$ cat config.mk
export PLATFORM = sky130hd
export DESIGN_NAME = inst_buffer
export DESIGN_NICKNAME = d
export VERILOG_FILES = /design/src/rtl/inst_buffer.sv
export SDC_FILE = /design/constraint.sdc
export NUM_CORES = 1
export LEC_CHECK = 0
export BUFFER_PORTS_ARGS = -buffer_cell sky130_fd_sc_hd__buf_2
export CAP_MARGIN = 15
export CELL_PAD_IN_SITES_DETAIL_PLACEMENT = 1
export CELL_PAD_IN_SITES_GLOBAL_PLACEMENT = 1
export CORE_ASPECT_RATIO = 0.7
export CORE_MARGIN = 2
export CORE_UTILIZATION = 40
export CTS_BUF_LIST = sky130_fd_sc_hd__clkbuf_8
export DETAILED_ROUTE_END_ITERATION = 8
export GPL_TIMING_DRIVEN = 0
export PLACE_DENSITY = 0.73
export RECOVER_POWER = 100
export SYNTH_ARGS = -nofsm -noshare
export SYNTH_HDL_FRONTEND = slang
export SYNTH_SLANG_ARGS = --single-unit
$ cat constraint.sdc
create_clock -name clk -period 6.3 [get_ports clk]
set_clock_uncertainty 0.05 [all_clocks]
set_input_delay 1.26 -clock clk [delete_from_list [all_inputs] [get_ports clk]]
set_output_delay 1.26 -clock clk [all_outputs]
set_load 0.03 [all_outputs]
$ cat src/rtl/inst_buffer.sv
// inst_buffer: dual-lane instruction FIFO between fetch and the two decode lanes.
//
// Holds {pc, inst} pairs in a DEPTH-entry circular buffer. Accepts up to two
// instructions per cycle from fetch and hands up to two per cycle, in program
// order, to decode lanes 0/1. Flush discards all entries.
//
// Optional build macro: INST_BUF_BYPASS_EN
//   When defined, an empty buffer with decode ready forwards the incoming fetch
//   lanes straight to the outputs in the same cycle without storing them.
//   When undefined, outputs come from storage only (no in_* -> out_* path).
//
// Ports:
//   clk, rst            clock; synchronous active-low reset
//   flush               discard all entries (highest priority)
//   in_valid0/pc0/inst0 fetch lane 0 (older)
//   in_valid1/pc1/inst1 fetch lane 1 (younger)
//   in_ready            room for two instructions this cycle
//   out_ready           decode accepts this cycle
//   out_valid0/pc0/inst0 decode lane 0
//   out_valid1/pc1/inst1 decode lane 1
//   count               current occupancy
module inst_buffer #(
    parameter int DEPTH = 8,
    parameter int PTR_W = $clog2(DEPTH)
) (
    input  logic             clk,
    input  logic             rst,
    input  logic             flush,
    input  logic             in_valid0,
    input  logic [31:0]      in_pc0,
    input  logic [31:0]      in_inst0,
    input  logic             in_valid1,
    input  logic [31:0]      in_pc1,
    input  logic [31:0]      in_inst1,
    output logic             in_ready,
    input  logic             out_ready,
    output logic             out_valid0,
    output logic [31:0]      out_pc0,
    output logic [31:0]      out_inst0,
    output logic             out_valid1,
    output logic [31:0]      out_pc1,
    output logic [31:0]      out_inst1,
    output logic [PTR_W:0]   count
);

    typedef struct packed {
        logic [31:0] pc;
        logic [31:0] inst;
    } entry_t;

    entry_t           r_mem [DEPTH];
    logic [PTR_W-1:0] r_head;
    logic [PTR_W-1:0] r_tail;
    logic [PTR_W:0]   r_count;

    logic [PTR_W-1:0] w_head1;
    logic [PTR_W-1:0] w_tail1;
    logic             w_st_v0;
    logic             w_st_v1;
    logic             w_byp;
    logic             w_push_en;
    logic [1:0]       w_push_n;
    logic [1:0]       w_pop_n;
    entry_t           w_lane0;
    entry_t           w_lane1;
    entry_t           w_wr0;
    entry_t           w_ent_h0;
    entry_t           w_ent_h1;

    assign w_head1 = r_head + 1'b1;
    assign w_tail1 = r_tail + 1'b1;
    assign w_lane0 = '{pc: in_pc0, inst: in_inst0};
    assign w_lane1 = '{pc: in_pc1, inst: in_inst1};
    // Lane1-only pushes are compacted into the tail slot.
    assign w_wr0   = in_valid0 ? w_lane0 : w_lane1;

    // Readiness looks only at the registered count, so a same-cycle pop never
    // opens a combinational path from decode back to fetch.
    assign in_ready = (r_count <= (PTR_W+1)'(DEPTH - 2));
    assign count    = r_count;

    assign w_st_v0 = (r_count != '0);
    assign w_st_v1 = (r_count >  (PTR_W+1)'(1));

`ifdef INST_BUF_BYPASS_EN
    assign w_byp = (r_count == '0) && out_ready && !flush;
`else
    assign w_byp = 1'b0;
`endif

    // Bypassed lanes are consumed directly and never enter storage.
    assign w_push_en = rst && in_ready && !flush && !w_byp;
    assign w_push_n  = w_push_en ? ({1'b0, in_valid0} + {1'b0, in_valid1}) : 2'd0;
    assign w_pop_n   = (out_ready && !flush) ? ({1'b0, w_st_v0} + {1'b0, w_st_v1}) : 2'd0;

    assign w_ent_h0 = r_mem[r_head];
    assign w_ent_h1 = r_mem[w_head1];

    always_comb begin
        out_valid0 = w_st_v0;
        out_pc0    = w_st_v0 ? w_ent_h0.pc   : 32'd0;
        out_inst0  = w_st_v0 ? w_ent_h0.inst : 32'd0;
        out_valid1 = w_st_v1;
        out_pc1    = w_st_v1 ? w_ent_h1.pc   : 32'd0;
        out_inst1  = w_st_v1 ? w_ent_h1.inst : 32'd0;
`ifdef INST_BUF_BYPASS_EN
        if (w_byp) begin
            out_valid0 = in_valid0 || in_valid1;
            out_pc0    = (in_valid0 || in_valid1) ? w_wr0.pc   : 32'd0;
            out_inst0  = (in_valid0 || in_valid1) ? w_wr0.inst : 32'd0;
            out_valid1 = in_valid0 && in_valid1;
            out_pc1    = (in_valid0 && in_valid1) ? in_pc1     : 32'd0;
            out_inst1  = (in_valid0 && in_valid1) ? in_inst1   : 32'd0;
        end
`endif
    end

    // Storage is intentionally not reset; pointers and count define validity.
    always_ff @(posedge clk) begin
        if (w_push_en && (in_valid0 || in_valid1))
            r_mem[r_tail] <= w_wr0;
        if (w_push_en && in_valid0 && in_valid1)
            r_mem[w_tail1] <= w_lane1;
    end

    always_ff @(posedge clk) begin
        if (!rst || flush) begin
            r_head  <= '0;
            r_tail  <= '0;
            r_count <= '0;
        end else begin
            r_head  <= r_head + PTR_W'(w_pop_n);
            r_tail  <= r_tail + PTR_W'(w_push_n);
            r_count <= r_count + (PTR_W+1)'(w_push_n) - (PTR_W+1)'(w_pop_n);
        end
    end

endmodule

**Yosys cells after proc, flatten, opt, wreduce, memory -nomap -nowiden**

Memories as Yosys holds them, arrays and structs flattened. A register that Yosys moved wholly into a read port is not among the register bits.
Index checks and enable logic that the tools add are counted.

- Register bits after elaboration: 10
- Memory bits (writable): 512
- Input bits: 134
- Logic and storage cells: 37
- Memories: 1

Memories:

| memory | depth | width | rd ports | clocked after memory_dff | write ports | line | source |
|---|---|---|---|---|---|---|---|
| r_mem | 8 | 64 | 2 | 1 | 2 | 51 | `entry_t r_mem [DEPTH];` |

- Add/subtract/negate cells: 8
- Order comparisons: 2
- Muxes and demuxes: 12
- Reductions and logical operators: 11

Operator list:

| cell | count |
|---|---|
| $mux W32 | 4 |
| $mux W64 | 1 |
| $add A3 B1 Y3 const B | 2 |
| $add A3 B2 Y3 | 2 |
| $logic_and A1 B1 Y1 | 6 |
| $add A1 B1 Y2 | 2 |
| $add A4 B2 Y4 | 1 |
| $gt A4 B1 Y1 const B | 1 |
| $le A4 B3 Y1 const B | 1 |
| $mux W1 | 4 |
| $mux W2 | 2 |
| $reduce_bool A4 Y1 | 1 |
| $sub A4 B2 Y4 | 1 |
| $mux W3 | 1 |
| $logic_not A1 Y1 | 2 |
| $logic_or A1 B1 Y1 | 2 |

**Longest topological paths before layout**

Gate-level depths: netlist of the first run.

- Word-level depth: 7
- Depth in mapped cells: 15

**Worst setup path after synthesis of the first run**

No wires, ideal clock.

- Path kind: in2reg
- From: input port in_valid0
- To: memory r_mem[7][0] (netlist name) (enable)
- Setup time: 0.507 ns
- Arrival: 4.935 ns
- Setup slack: 0.808 ns
- Stages: 5
- Buffers on the path: 0
- Cell sequence: inv_1 > ha_1 > nor2b_1 > nand3_1 > a21oi_1

RTL lines:

| element | line | source |
|---|---|---|
| start: declaration | 29 | `input logic in_valid0,` |
| end: declaration | 51 |  |

==> results.sh, run 1 <==
export IMPL_status="finished, violations left"
export IMPL_violations="max-capacitance violations, max-slew violations"
export IMPL_clock_path_buffers=3
export IMPL_synth_seq_cells=522
export IMPL_wl_mm=121
export IMPL_min_path_type="flip-flop to flip-flop"
export IMPL_clk_latency_ps=740
export IMPL_grt_pass1_vias=25977
export IMPL_first_pass_iters=5
export IMPL_start_util_pct=40.6
export IMPL_critical_path_slowest_cell="dlymetal6s4s_1"
export IMPL_fin_crit_ps=5890
export IMPL_cp_num_buf_inv=4
export IMPL_cts_setup_buffers=0
export IMPL_slew_headroom_pct=-49.3
export IMPL_synth_avg_cell_area_um2=12.6
export IMPL_area_delta_synth_final_pct=12.7
export IMPL_ys_warn_count=0
export IMPL_cp_end_kind="flip-flop"
export IMPL_antenna_found_initial=3
export IMPL_final_util_pct=45.8
export IMPL_fmax_mhz=170
export IMPL_cts_buffers=90
export IMPL_die_area_um2=80600
export IMPL_arrival_ps=6170
export IMPL_antenna_left=0
export IMPL_grt_first_pass_wirelength_mm=174
export IMPL_drt_iter0_markers=2872
export IMPL_cts_clk_slew_worst_paths_ps=60
export IMPL_crit_top_cell="clkbuf_1"
export IMPL_synth_cell_types=45
export IMPL_r2r_slack_ps=720
export IMPL_critPathLaunchType="input pin"
export IMPL_cp_top_family="buffers and inverters"
export IMPL_p_leak_nw=12.2
export IMPL_post_cts_resized=0
export IMPL_hp_start="r_tail[2]"
export IMPL_portBuffers=268
export IMPL_async_flop_share_pct=0
export IMPL_timing_rr_start="r_tail[1]"
export IMPL_core_um2=77200
export IMPL_total_power_mw=10.1
export IMPL_dp_hpwl_mm=80.0
export IMPL_vias_per_cell=6.11
export IMPL_cts_max_level=3
export IMPL_syn_nets=2634
export IMPL_finalSetupViolCount=0
export IMPL_cellPowerDensity_nw_per_um2=286
export IMPL_vias=24327
export IMPL_place_gp_congestion=0.848
export IMPL_fin_nets=3024
export IMPL_track_usage_pct=29.5
export IMPL_holdBufCountCts=0
export IMPL_maxCapViolations=14
export IMPL_die_x_um=339
export IMPL_synth_area_um2=31300
export IMPL_die_h_um=238
export IMPL_hold_violations=0
export IMPL_finalMaxSlewViolations=246
export IMPL_path_cells="clkbuf_1 > nor2b_1 > nand3_1 > clkbuf_1 > nor2_1 > clkbuf_1 > dlymetal6s4s_1"
export IMPL_synthFlopType="edfxtp_1"
export IMPL_ys_seq_area_share_pct=49.7
export IMPL_overflow=0
export IMPL_crit_start="flush"
export IMPL_grt_max_degree=23
export IMPL_root_buffer="clkbuf_8"
export IMPL_post_drt_wl_per_cell_um=30.4
export IMPL_ios=269
export IMPL_synth_edf_count=512
export IMPL_crit_path_max_incr_delay_ps=1360
export IMPL_postSynthCellCount=2482
export IMPL_drive_above_1_share_pct=30.9
export IMPL_worstMarginPinSlew_ps=2220
export IMPL_worstPathMaxFanout=20
export IMPL_cts_tree="yes"
export IMPL_cp_required_ps=6570
export IMPL_drc=0
export IMPL_cts_sinks=522
export IMPL_period_share_pct=93.6
export IMPL_rsz0062_at_grt="no"
export IMPL_max_vdd_ir_drop_uv=142
export IMPL_path_class="input pin to flip-flop"
export IMPL_rows=85
state kept, by name (all words and copies together) (netlist names):
register  flops
count         4
r_tail        3
r_head        3
r_mem       512
area by class of cell:
cell class / instances / area, um2
Antenna cell: 1 / 2.50
Buffer: 185 / 779
Clock buffer: 94 / 1290
Clock inverter: 63 / 322
Fill cell: 8321 / 41900
Inverter: 13 / 48.8
Multi-Input combinational cell: 1762 / 14700
Sequential cell: 522 / 15600
Tap cell: 1044 / 1310
Timing Repair Buffer: 298 / 1300
worst paths after layout:
path                            cells after the start          end
worst max register to register                      7  r_mem[5][4]
worst min register to register                      3    r_tail[2]
worst min-delay path                                3    r_tail[2]
worst max-delay path                                7  r_mem[5][4]
tightest hold or removal path: cells and delay by family, from the launching register on:
kind                      cells  cell delay, ps
xor gates and xnor gates      1              90
buffers and inverters         1             190
DFF                           1             320
and+or+nand+nor               1              90
routing by layer:
| layer | vias to the layer above | wire length [um] | GRT usage, % |
|---|---|---|---|
| li1 | 10157 | - | - |
| met1 | 12335 | 48700 | 40.1 |
| met2 | 1550 | 55300 | 46.3 |
| met3 | 281 | 13100 | 6.57 |
| met4 | 4 | 4100 | 11.0 |
| met5 | - | 26 | 0 |
synth_stat cells, types with 3 or more instances:
master,number,area [um2]
mux4_2,128,2880
clkbuf_1,91,342
nand3_2,4,40.0
nor2_1,80,300
ha_1,14,175
buf_1,12,45.0
mux2_2,537,6050
dfxtp_1,10,200
edfxtp_1,512,15400
xnor2_1,6,52.6
nand3_1,5,25.0
nor2b_1,3,18.8
nand2_1,516,1940
or4_1,64,480
mux2_1,39,439
buf_6,18,203
buf_4,15,113
a32oi_1,3,26.3
inv_1,13,48.8
a21oi_1,260,1300
fa_1,4,80.1
buf_2,49,245
and2_1,9,56.3
mux2i_1,64,641
placed cells by master (no fill, tap or decap), types with 3 or more instances in the layout:
cell and n:
a21oi_1 261, a32oi_1 3, and2_1 7, buf_1 5, buf_2 161, buf_6 6, clkbuf_1 307, clkbuf_8 94
clkinv_1 17, clkinv_2 5, clkinvlp_4 3, dfxtp_1 10, edfxtp_1 512, fa_1 4, ha_1 14, inv_1 46
inv_6 3, mux2_1 79, mux2_2 497, mux2i_1 64, mux4_2 128, nand2_1 516, nand3_1 9, nor2_1 81
nor2b_1 4, nor3_1 4, or4_1 64, xnor2_1 6
metrics by stage:
step | TNS, ps | area (um2) | hold WS (ps) | setup slack, ps | instances
floorplan | 0 | 31300 | 561 | 808 | 2482
global placement | -1482510 | 34000 | 600 | -3720 | 3794
detailed placement | 0 | 34800 | 645 | 1720 | 3824
CTS | 0 | 36400 | 674 | 925 | 3981
global route | 0 | 35300 | 685 | 343 | 3981
finish | 0 | 35300 | 676 | 405 | 3982
logic make-up after synthesis:
| kind of cell | Yosys count | synth area share (%) |
|---|---|---|
| AO/OA/AOI/OAI | 272 | 4.57 |
| buffers and inverters | 198 | 3.18 |
| AND/OR/NAND/NOR | 696 | 9.55 |
| multiplexers | 768 | 31.9 |
| adder cells (fa/ha/maj) | 18 | 0.815 |
| XOR/XNOR | 8 | 0.248 |
| flip-flops | 522 | 49.7 |
power breakdown:
part	internal, mW	leakage [nW]	switching, mW
Clock	1.46	0.940	1.51
Combinational	0.831	6.54	2.36
Sequential	3.91	4.70	0.0335
No activity file was read; power rests on OpenSTA's default activity.
==> run 2, diff against run 1 <==
--- a/config.mk
+++ b/config.mk
@@ -9,7 +9,6 @@
 export CAP_MARGIN = 15
 export CELL_PAD_IN_SITES_DETAIL_PLACEMENT = 1
 export CELL_PAD_IN_SITES_GLOBAL_PLACEMENT = 1
-export CORE_ASPECT_RATIO = 0.7
 export CORE_MARGIN = 2
 export CORE_UTILIZATION = 40
 export CTS_BUF_LIST = sky130_fd_sc_hd__clkbuf_8
@@ -17,6 +16,7 @@
 export GPL_TIMING_DRIVEN = 0
 export PLACE_DENSITY = 0.73
 export RECOVER_POWER = 100
+export REMOVE_ABC_BUFFERS = 1
 export SYNTH_ARGS = -nofsm -noshare
 export SYNTH_HDL_FRONTEND = slang
 export SYNTH_SLANG_ARGS = --single-unit
==> run 2 against run 1 <==
  * The flow still finishes with violations (max-capacitance violations, max-slew violations)
  * Maximum frequency is 1.5% lower
  * Hold slack worse by 25 ps
  * First-iteration DRC count decreased by 26%
  * Non-clock buffer count decreased by 112
  * Clock-buffer cell count shrank 2
  * Worst setup slack worse by 90 ps
  * Largest cell class unchanged
==> results.sh, run 2 (synthesis gave the netlist of run 1 again) <==
export IMPL_cts_buffers=92
export IMPL_period_share_pct=95.0
export IMPL_fin_crit_ps=5990
export IMPL_rows=102
export IMPL_critical_path_slowest_cell="clkbuf_1"
export IMPL_holdBufCountCts=0
export IMPL_portBuffers=268
export IMPL_finalSetupViolCount=0
export IMPL_timing_rr_start="count[3]"
export IMPL_cts_setup_buffers=0
export IMPL_p_sw_mw=3.90
export IMPL_most_common_layout_cells="mux2_2, nand2_1, edfxtp_1, a21oi_1, buf_2"
export IMPL_pwr_share_seq_pct=38.2
export IMPL_ios=269
export IMPL_cellPowerDensity_nw_per_um2=284
export IMPL_holdPathEnd="count[0]"
export IMPL_antenna_found_initial=13
export IMPL_whs_ps=651
export IMPL_first_pass_iters=6
export IMPL_fmax_mhz=167
export IMPL_cts_sinks=522
export IMPL_final_common_cell="mux2_2"
export IMPL_grt_max_degree=45
export IMPL_postLayoutCellArea_um2=36400
export IMPL_cp_end_kind="flip-flop"
export IMPL_p_clk_share_pct=29.2
export IMPL_largest_reg_flops=512
export IMPL_rsz0062_at_grt="no"
export IMPL_dpl_cell_area_um2=35300
export IMPL_regMostFlops="r_mem"
export IMPL_root_buffer="clkbuf_8"
export IMPL_worstRegToRegCells=8
export IMPL_grt_pass1_vias=25218
export IMPL_drt_iter0_markers=2133
export IMPL_crit_path_max_incr_delay_ps=1930
export IMPL_wl_mm=111
export IMPL_violations="max-capacitance violations, max-slew violations"
export IMPL_fin_nets=2914
export IMPL_cp_required_ps=6670
export IMPL_finalMaxSlewViolations=201
export IMPL_antenna_left=0
export IMPL_clk_latency_ps=710
export IMPL_dpl_cell_count=3708
export IMPL_worstPathMaxFanout=30
export IMPL_clock_path_buffers=3
export IMPL_path_cells="clkbuf_1 > nand3b_1 > nor3_2 > buf_16 > dlymetal6s4s_1 > mux2_2"
export IMPL_core_um2=77500
export IMPL_combPwrFrac_pct=32.6
export IMPL_fin_cells=3874
export IMPL_vias=23342
export IMPL_cts_clk_slew_worst_paths_ps=60
export IMPL_intPower_mw=6.46
export IMPL_max_vdd_ir_drop_uv=271
export IMPL_drc=0
export IMPL_dp_hpwl_mm=75.1
export IMPL_cts_max_level=3
export IMPL_overflow=0
export IMPL_p_leak_nw=12.7
export IMPL_die_x_um=284
export IMPL_place_gp_congestion=0.748
export IMPL_min_path_type="flip-flop to flip-flop"
export IMPL_maxCapViolations=8
export IMPL_drive_above_1_share_pct=37.0
export IMPL_status="finished, violations left"
export IMPL_fin_ws_ps=315
export IMPL_grt_first_pass_wirelength_mm=163
export IMPL_post_drt_wl_per_cell_um=28.8
export IMPL_cts_tree="yes"
export IMPL_start_util_pct=40.5
export IMPL_path_class="input pin to flip-flop"
export IMPL_area_delta_synth_final_pct=16.3
export IMPL_r2r_slack_ps=2180
export IMPL_hold_violations=0
export IMPL_track_usage_pct=27.1
export IMPL_post_cts_resized=0
export IMPL_r2r_end="r_mem[3][53]"
export IMPL_detailedPlace_worstSlack_ps=1250
export IMPL_die_h_um=284
export IMPL_vias_per_cell=6.03
export IMPL_fill_cells=8036
export IMPL_total_power_mw=10.4
export IMPL_slew_headroom_pct=-86.1
export IMPL_power_switching_share_pct=37.6
export IMPL_die_area_um2=80600
export IMPL_arrival_ps=6360
export IMPL_holdPathStages=2
export IMPL_critPathLaunchType="input pin"
export IMPL_hp_start="count[0]"
export IMPL_worstMarginPinSlew_ps=2790
[run 2: changes by cell type in the layout (fill, tap and decap cells not counted), moves of 7 or more]
cell	change
inv_1	-13
mux2_2	+36
buf_16	+30
mux2_1	-36
buf_8	+13
nor2_1	-7
clkinv_1	+9
clkbuf_1	-184
clkbuf_2	+12
buf_12	+28
[run 2: cell type report]
class	count	area [um2]	share of cell area, %
flip-flops and latches	522	15600	42.8
multi-input cells	1762	14800	40.7
repair buffers	371	2980	8.18
well taps	1040	1300	3.57
clock buffers	92	1270	3.47
clock inverters	67	419	1.15
inverters	13	48.8	0.134
diodes	7	17.5	0.0481
[run 2: critical path: cells and delay by family]
kind          cells  cell delay, ps
buf+inv           3            2960
mux               1             410
simple gates      2            1650
[run 2: power groups by stage]
stage                     clock (mW)  combinational [mW]  sequential, mW
after floorplan                    0                2.01            4.06
final                           3.03                3.38            3.95
after detailed placement           0                3.56            4.03
after global placement             0                2.23            4.07
after CTS                       3.08                3.58            3.95
after global routing            3.21                3.57            3.96
[run 2: metrics by stage]
| step | setup TNS [ps] | util (%) |
|---|---|---|
| after floorplan | -754980 | - |
| after global placement | -5739660 | 42.6 |
| after detailed placement | 0 | 45.6 |
| after CTS | 0 | 47.8 |
| after global routing | 0 | 47.0 |
| final | 0 | 47.0 |
[run 2: worst max path at each step]
stage / start / end / cells after the start
4_1_cts: r_head[1] / out_inst1[30] / 12
2_1_floorplan: r_head[1] / out_inst1[0] / 5
3_5_place_dp: r_head[1] / out_inst1[30] / 12
5_1_grt: r_head[1] / out_pc1[19] / 8
6_report: in_valid0 / r_mem[3][53] / 6
3_3_place_gp: r_head[2] / out_pc1[12] / 5
[run 2: layer usage]
metal / global-route usage [%] / vias up / wire [um]
met5: 0 / - / 68
met4: 11.2 / 10 / 4120
met3: 4.20 / 292 / 7960
met2: 46.0 / 1020 / 54600
met1: 34.7 / 12057 / 44700
li1: - / 9963 / -
